### src/rtl/led_pkg.sv
// Shared constants and types for the LED afterglow PWM driver that sits
// behind the cylon eye pattern generator.
package led_pkg;

    localparam int LED_WIDTH       = 8;
    localparam int LED_PWM_BITS    = 8;
    localparam int LED_DECAY_DIV   = 16;
    localparam int LED_DECAY_SHIFT = 2;

    typedef logic [LED_PWM_BITS-1:0] level_t;

endpackage

### src/rtl/led_decay_channel.sv
// One LED channel: brightness level with exponential afterglow and a
// registered PWM compare against the shared counter.
module led_decay_channel
    import led_pkg::*;
#(
    parameter int PWM_BITS    = LED_PWM_BITS,
    parameter int DECAY_SHIFT = LED_DECAY_SHIFT
) (
    input  logic                clk,
    input  logic                rst_n,
    input  logic                lit,
    input  logic                decay_tick,
    input  logic [PWM_BITS-1:0] pwm_cnt,
    input  logic                enable,
    output logic                pwm_out
);

    logic [PWM_BITS-1:0] level;
    logic [PWM_BITS-1:0] level_shr;
    logic [PWM_BITS-1:0] step;

    // Step is at least 1 so every trail reaches 0; it never exceeds level.
    always_comb begin
        level_shr = level >> DECAY_SHIFT;
        step      = (level_shr == '0) ? PWM_BITS'(1) : level_shr;
    end

    // NOTE: reset is sampled on the clock edge (synchronous), and all state
    // updates use non-blocking assignments so every channel sees the same
    // pre-edge pwm_cnt and level values.
    always_ff @(posedge clk) begin
        if (!rst_n) begin
            level   <= '0;
            pwm_out <= 1'b0;
        end else begin
            if (lit) begin
                level <= '1;
            end else if (decay_tick && (level != '0)) begin
                level <= level - step;
            end
            pwm_out <= enable && (pwm_cnt < level);
        end
    end

endmodule

### src/rtl/led_trail_pwm.sv
// Turns the one-hot cylon eye vector into per-LED PWM drive with a fading
// trail; owns the shared PWM counter and the decay prescaler.
module led_trail_pwm
    import led_pkg::*;
#(
    parameter int WIDTH       = LED_WIDTH,
    parameter int PWM_BITS    = LED_PWM_BITS,
    parameter int DECAY_DIV   = LED_DECAY_DIV,
    parameter int DECAY_SHIFT = LED_DECAY_SHIFT
) (
    input  logic             clk,
    input  logic             rst_n,
    input  logic [WIDTH-1:0] eyes,
    input  logic             enable,
    output logic [WIDTH-1:0] pwm_out
);

    logic [PWM_BITS-1:0]  pwm_cnt;
    logic [DECAY_DIV-1:0] prescaler;
    logic                 decay_tick;

    always_ff @(posedge clk) begin
        if (!rst_n) begin
            pwm_cnt   <= '0;
            prescaler <= '0;
        end else begin
            pwm_cnt   <= pwm_cnt + PWM_BITS'(1);
            prescaler <= prescaler + DECAY_DIV'(1);
        end
    end

    // One tick per prescaler wrap, i.e. every 2^DECAY_DIV cycles.
    assign decay_tick = (prescaler == '1);

    for (genvar i = 0; i < WIDTH; i++) begin : g_ch
        led_decay_channel #(
            .PWM_BITS    (PWM_BITS),
            .DECAY_SHIFT (DECAY_SHIFT)
        ) u_ch (
            .clk        (clk),
            .rst_n      (rst_n),
            .lit        (eyes[i]),
            .decay_tick (decay_tick),
            .pwm_cnt    (pwm_cnt),
            .enable     (enable),
            .pwm_out    (pwm_out[i])
        );
    end

endmodule
### config.mk
export PLATFORM = sky130hd
export DESIGN_NAME = led_trail_pwm
export DESIGN_NICKNAME = d
export VERILOG_FILES = /design/src/rtl/led_pkg.sv /design/src/rtl/led_decay_channel.sv /design/src/rtl/led_trail_pwm.sv
export SDC_FILE = /design/constraint.sdc
export NUM_CORES = 1
export LEC_CHECK = 0
export ABC_AREA = 1
export BUFFER_PORTS_ARGS = -buffer_cell sky130_fd_sc_hd__buf_2
export CAP_MARGIN = 25
export CORE_ASPECT_RATIO = 0.5
export CORE_MARGIN = 3
export CORE_UTILIZATION = 55
export CTS_CLUSTER_SIZE = 25
export DETAILED_ROUTE_END_ITERATION = 16
export HOLD_SLACK_MARGIN = 0.12
export PLACE_DENSITY = 0.74
export SETUP_SLACK_MARGIN = 0.02
export SLEW_MARGIN = 20
export SYNTH_ARGS = -nofsm -noshare
export SYNTH_HDL_FRONTEND = slang
export SYNTH_SLANG_ARGS = --single-unit
### constraint.sdc
create_clock -name clk -period 2.2 [get_ports clk]
set_clock_uncertainty 0.15 [all_clocks]
set_input_delay 0.33 -clock clk [delete_from_list [all_inputs] [get_ports clk]]
set_output_delay 0.33 -clock clk [all_outputs]
set_load 0.03 [all_outputs]
Word-level counts from Yosys, hierarchy flattened
Index checks and enable logic that the tools add are counted.

Bits in registers: 96. Bits of input ports: 11. Output and inout port bits: 8.

$add $sub $neg: 10. Order comparisons: 8. Eq/ne operators: 1. Mux-type cells: 24. Reductions and logical operators: 40.

Operators with widths (count): $mux W8 (16); $logic_not A8 Y1 (8); $lt A8 B8 Y1 (8); $reduce_bool A8 Y1 (8); $sub A8 B8 Y8 (8); $mux W6 (8); $add A16 B1 Y16 const B (1); $eq A16 B16 Y1 const B (1); $logic_and A1 B1 Y1 (16); $reduce_bool A2 Y1 (8); $add A8 B1 Y8 const B (1).

Depth between registers and ports, before layout
Depth after elaboration: 5. Gate-level depth with buffers: 15.

Hierarchy
Synthesis repeated with hierarchy kept, for this count alone.

Cells, all modules: 1154. Area, all modules: 7713.6 µm².

By module, submodules not included: led_decay_channel (times used 8, cells an instance 125, area an instance 827.0 µm², sequential area each 180.2 µm²); led_trail_pwm (times used 1, cells an instance 154, area an instance 1097.3 µm², sequential area each 480.5 µm²).

Worst setup path before layout
Ideal clock, no wire load.

Path kind: flip-flop to flip-flop. Start point: reg g_ch[6].u_ch.level[3]. End point: reg g_ch[6].u_ch.level[4]. Arrival time: 1.817 ns. Required time: 1.980 ns. Slack: 0.162 ns. Cell stages (with the launch flop): 13. Buffers on the path: 0. Period minus slack after synthesis: 2.038 ns. Cells stage by stage: dfxtp_1 -> inv_1 -> nand2_1 -> nor3_1 -> nand2_1 -> nand2_1 -> ha_1 -> inv_1 -> fa_1 -> a31oi_1 -> xnor2_1 -> nand2_1 -> a21oi_1.

Longest elaborated chain between the ends: 5. Elaborated cells between the ends (all ways): 8. Classes of those cells: 1 x add/sub; 3 x mux; 4 x reduce/logical.

RTL lines: start: declaration (RTL line led_decay_channel.sv:18) `logic [PWM_BITS-1:0] level;`; start signal: assignment (RTL line led_decay_channel.sv:39) `level <= level - step;`; $logic_not A8 Y1 (RTL line led_decay_channel.sv:25) `step = (level_shr == '0) ? PWM_BITS'(1) : level_shr;`; $mux W6 (RTL line led_decay_channel.sv:25); $sub A8 B8 Y8 (RTL line led_decay_channel.sv:39); $mux W8 (RTL line led_decay_channel.sv:38) `end else if (decay_tick && (level != '0)) begin`; $mux W8 (RTL line led_decay_channel.sv:36) `if (lit) begin`.

Several ways; a longest one is shown, not always the timed one. The select of a mux whose other input is x is not followed. A chain may end at the register's enable or synchronous reset.

Worst setup path after layout
Ends and elaborated chain as after synthesis.

==> impl_metrics.csv <==
group,metric,value,unit
detailed_routing,postRouteWirelength,18210,µm
floorplanning,dieArea,15510,µm²
sta,hold_viol,0,
floorplanning,die_y,89.57,µm
clocking,cts_made_buffers,9,
finish,fin_nets,1277,
power,switching_share,35.82,%
power,p_leak,4.277,nW
critical_path,crit_chain,"inv_2, nand2_4, nor3_4, nand2_1, nand2_1, ha_2, inv_2, fa_2, a31oi_4, xnor2_1, nand2_1, a21oi_2",
critical_path,cp.required,2.34,ns
placed_design,pre_cts_ws,0.005493,ns
yosys,synth_largest_area_cell,"dfxtp_1",
floorplanning,coreArea,13140,µm²
global_routing,grt_pass1_wl,30930,µm
critical_path,critical_path_class,"reg2reg",
critical_path,cpMostUsedCell,"nand2_1",
yosys,synth_top_area_share,25.02,%
yosys,synth-edff-count,0,
detailed_routing,via_count,7314,
global_routing,antenna_found_initial,1,
detailed_routing,route.met2.wl,8428,µm
global_routing,grt_max_degree,40,
floorplanning,num_rows,29,
critical_path,cp-start-kind,"flip-flop",
sta,rsz0062_at_grt,"true",
yosys,syn_inst,1096,
sta,period_share,99.27,%
sta,setup_ws,0.01607,ns
yosys,seq_area_frac_synth,25.02,%
global_routing,grtUsageTotal,23.91,%
critical_path,worstPathArrival,2.32,ns
sta,tns,0,ns
detailed_routing,m1WireLength,8750,µm
detailed_routing,route.detailed.drc,0,
power,p_int,0.003339,W
sta,worst_pin_slew,0.6058,ns
power,vdd_drop_max,0.0003847,V
yosys,syn_nets,1222,
outcome,status,"completed",
critical_path,r2r_slack,0.02,ns
detailed_routing,wl_per_cell,13.57,µm
yosys,synth_area_per_cell,7.009,µm²
yosys,synth_flop_cell,"dfxtp_1",
clocking,clock_latency,0.35,ns
critical_path,critPathSlowestCell,"fa_2",
detailed_routing,wl_met3,878,µm
clocking,tritoncts,"yes",
critical_path,endpoint_kind,"flip-flop",
finish,num_antenna_cells,0,
power,powerDensity,598.2,nW/µm²
sta,fin_crit,2.184,ns
global_routing,globalRouteOverflowTotal,0,
power,power_frac_seq,37.7,%
finish,area_growth,13.19,%
placed_design,portBuffers,18,
clocking,clock_sinks,96,
critical_path,cp_num_buf_inv,2,
critical_path,path_delay_family,"adder cells",
detailed_routing,viasPerCell,5.450,
detailed_routing,top_layer_used,"met5",
clocking,clockBufferDepth,2,
sta,relSlewSlack,59.56,%
finish,instances_no_fill,1342,
detailed_routing,drtAntennaViolNets,0,
clocking,cts-root-buf,"clkbuf_16",
hold_path,hold_class,"in2reg",
power,switchingPower,0.001864,W
yosys,async_flop_share,0,%
finish,fillCellCount,1134,
clocking,htreeDepth,3,
floorplanning,fp.dieW,173.1,µm
yosys,yosysUniqueCellTypes,38,
yosys,synth.cell_area,7682,µm²
yosys,synthTopCellsByArea,"dfxtp_1 (25%), ha_1 (17%), nand2_1 (8.7%)",
sta,setup_viol_count_final,0,
placed_design,place_inst,1317,
detailed_routing,drtPass1Iterations,5,
power,combPwrFrac,31.8,%
power,clkPwrFrac,30.5,%
yosys,synth_seq_cells,96,
global_routing,grt_pass1_vias,6814,
placed_design,gp_congestion,0.8791,
finish,fin_util,66.20,%
critical_path,crit_fanout,4,
placed_design,hpwl,13650,µm
yosys,yosysWarnings,0,
critical_path,cp_slowest_stage_delay,0.40,ns
finish,drive_above_1_share,14.71,%
detailed_routing,drtIter0Drc,522,
floorplanning,initial_core_util,58.49,%
job,cap_viol_max_count,0,
floorplanning,ioPinCount,19,
sta,fmax,457.9,MHz
sta,final-max-slew-violation-count,0,
power,total_power,0.005202,W
clocking,path_clk_slew,0.08,ns
metrics by stage:
step | area, µm² | hold slack [ns]
after floorplan | 7682 | 0.2675
final | 8696 | 0.1457
after global routing | 8696 | 0.1548
after global placement | 8193 | 0.2784
after detailed placement | 8193 | 0.2925
after CTS | 8516 | 0.1388
worst reg2reg max path, stage by stage (launching register included):
cell and delay, ns:
dfxtp_2 0.34, inv_2 0.08, nand2_4 0.06, nor3_4 0.20, nand2_1 0.08, nand2_1 0.08
ha_2 0.17, inv_2 0.05, fa_2 0.40, a31oi_4 0.20, xnor2_1 0.13, nand2_1 0.08
a21oi_2 0.13
kinds of logic after synthesis:
family / count (synthesis) / share of synthesized area [%]
xor gates and xnor gates: 30 / 3.420
AOI/OAI and AO/OA: 197 / 13.91
and+or+nand+nor: 465 / 28.05
DFF: 96 / 25.02
buffers and inverters: 193 / 10.10
adders and majority gates: 115 / 19.51
metal layers:
metal	GRT usage, %	up-vias
met5	0	-
met4	5.070	2
met3	3.778	15
met2	42.97	148
met1	31.16	3405
li1	-	3744
area by class of cell:
class | count | area, µm² | area share (%)
timing repair buffer | 65 | 473.0 | 5.439
multi-input combinational | 807 | 5105 | 58.71
inverter | 172 | 655.6 | 7.540
clock inverter | 7 | 67.56 | 0.7770
clock buffer | 9 | 225.2 | 2.590
sequential | 96 | 1937 | 22.27
tap | 186 | 232.7 | 2.676
timing repair:
item                                   CTS  global route
hold buffers                             2             0
setup endpoints to repair                2            23
buffers inserted                         0             7
gates cloned                             0             0
gates resized for setup                  2            54
endpoints found under the hold margin    2             0
pin swaps                                0            27
cells in the mapped netlist (3+ instances only):
library cell,instances
a21o_1,11
a21oi_1,114
a31oi_1,5
buf_4,8
clkbuf_1,9
dfxtp_1,96
fa_1,8
ha_1,107
inv_1,168
nand2_1,179
nand2_2,4
nand2_4,12
nand3_1,95
nand4_1,30
nor2_1,110
nor2_4,4
nor3_1,13
o21a_1,9
o21ai_0,45
o21ai_1,5
o21ai_2,3
or2_2,11
xnor2_1,10
xor2_1,20
cells in the final DEF (no fill, tap or decap), drive strengths merged, types with 2 or more instances in the layout:
cell / instances
a211oi: 2
a21o: 11
a21oi: 116
a31oi: 5
buf: 63
clkbuf: 9
dfxtp: 96
dlygate4sd3: 2
fa: 8
ha: 107
inv: 177
nand2: 195
nand3: 97
nand4: 30
nor2: 116
nor3: 13
o21a: 9
o21ai: 53
or2: 11
xnor2: 10
xor2: 20
state kept, by name, indices dropped and copies added (netlist names):
name and flops:
prescaler 16, pwm_cnt 8, g_ch.u_ch.pwm_out 8, g_ch.u_ch.level 64
power by group through the flow:
stage	logic [W]	clock network [W]	registers, W
after floorplan	0.00121	0	0.00198
after global placement	0.00151	0	0.00199
after detailed placement	0.00156	0	0.00199
after CTS	0.00158	0.00163	0.00195
after global routing	0.00189	0.00169	0.00198
final	0.00165	0.00159	0.00196
path summary, 6_finish.rpt:
kind,startpoint,endpoint,cells past startpoint
max,g_ch[6].u_ch.level[3],g_ch[6].u_ch.level[4],12
min,eyes[2],g_ch[2].u_ch.level[2],3
max reg2reg,g_ch[6].u_ch.level[3],g_ch[6].u_ch.level[4],12
min reg2reg,prescaler[0],prescaler[0],1
Power figures use the tool's default switching activity.
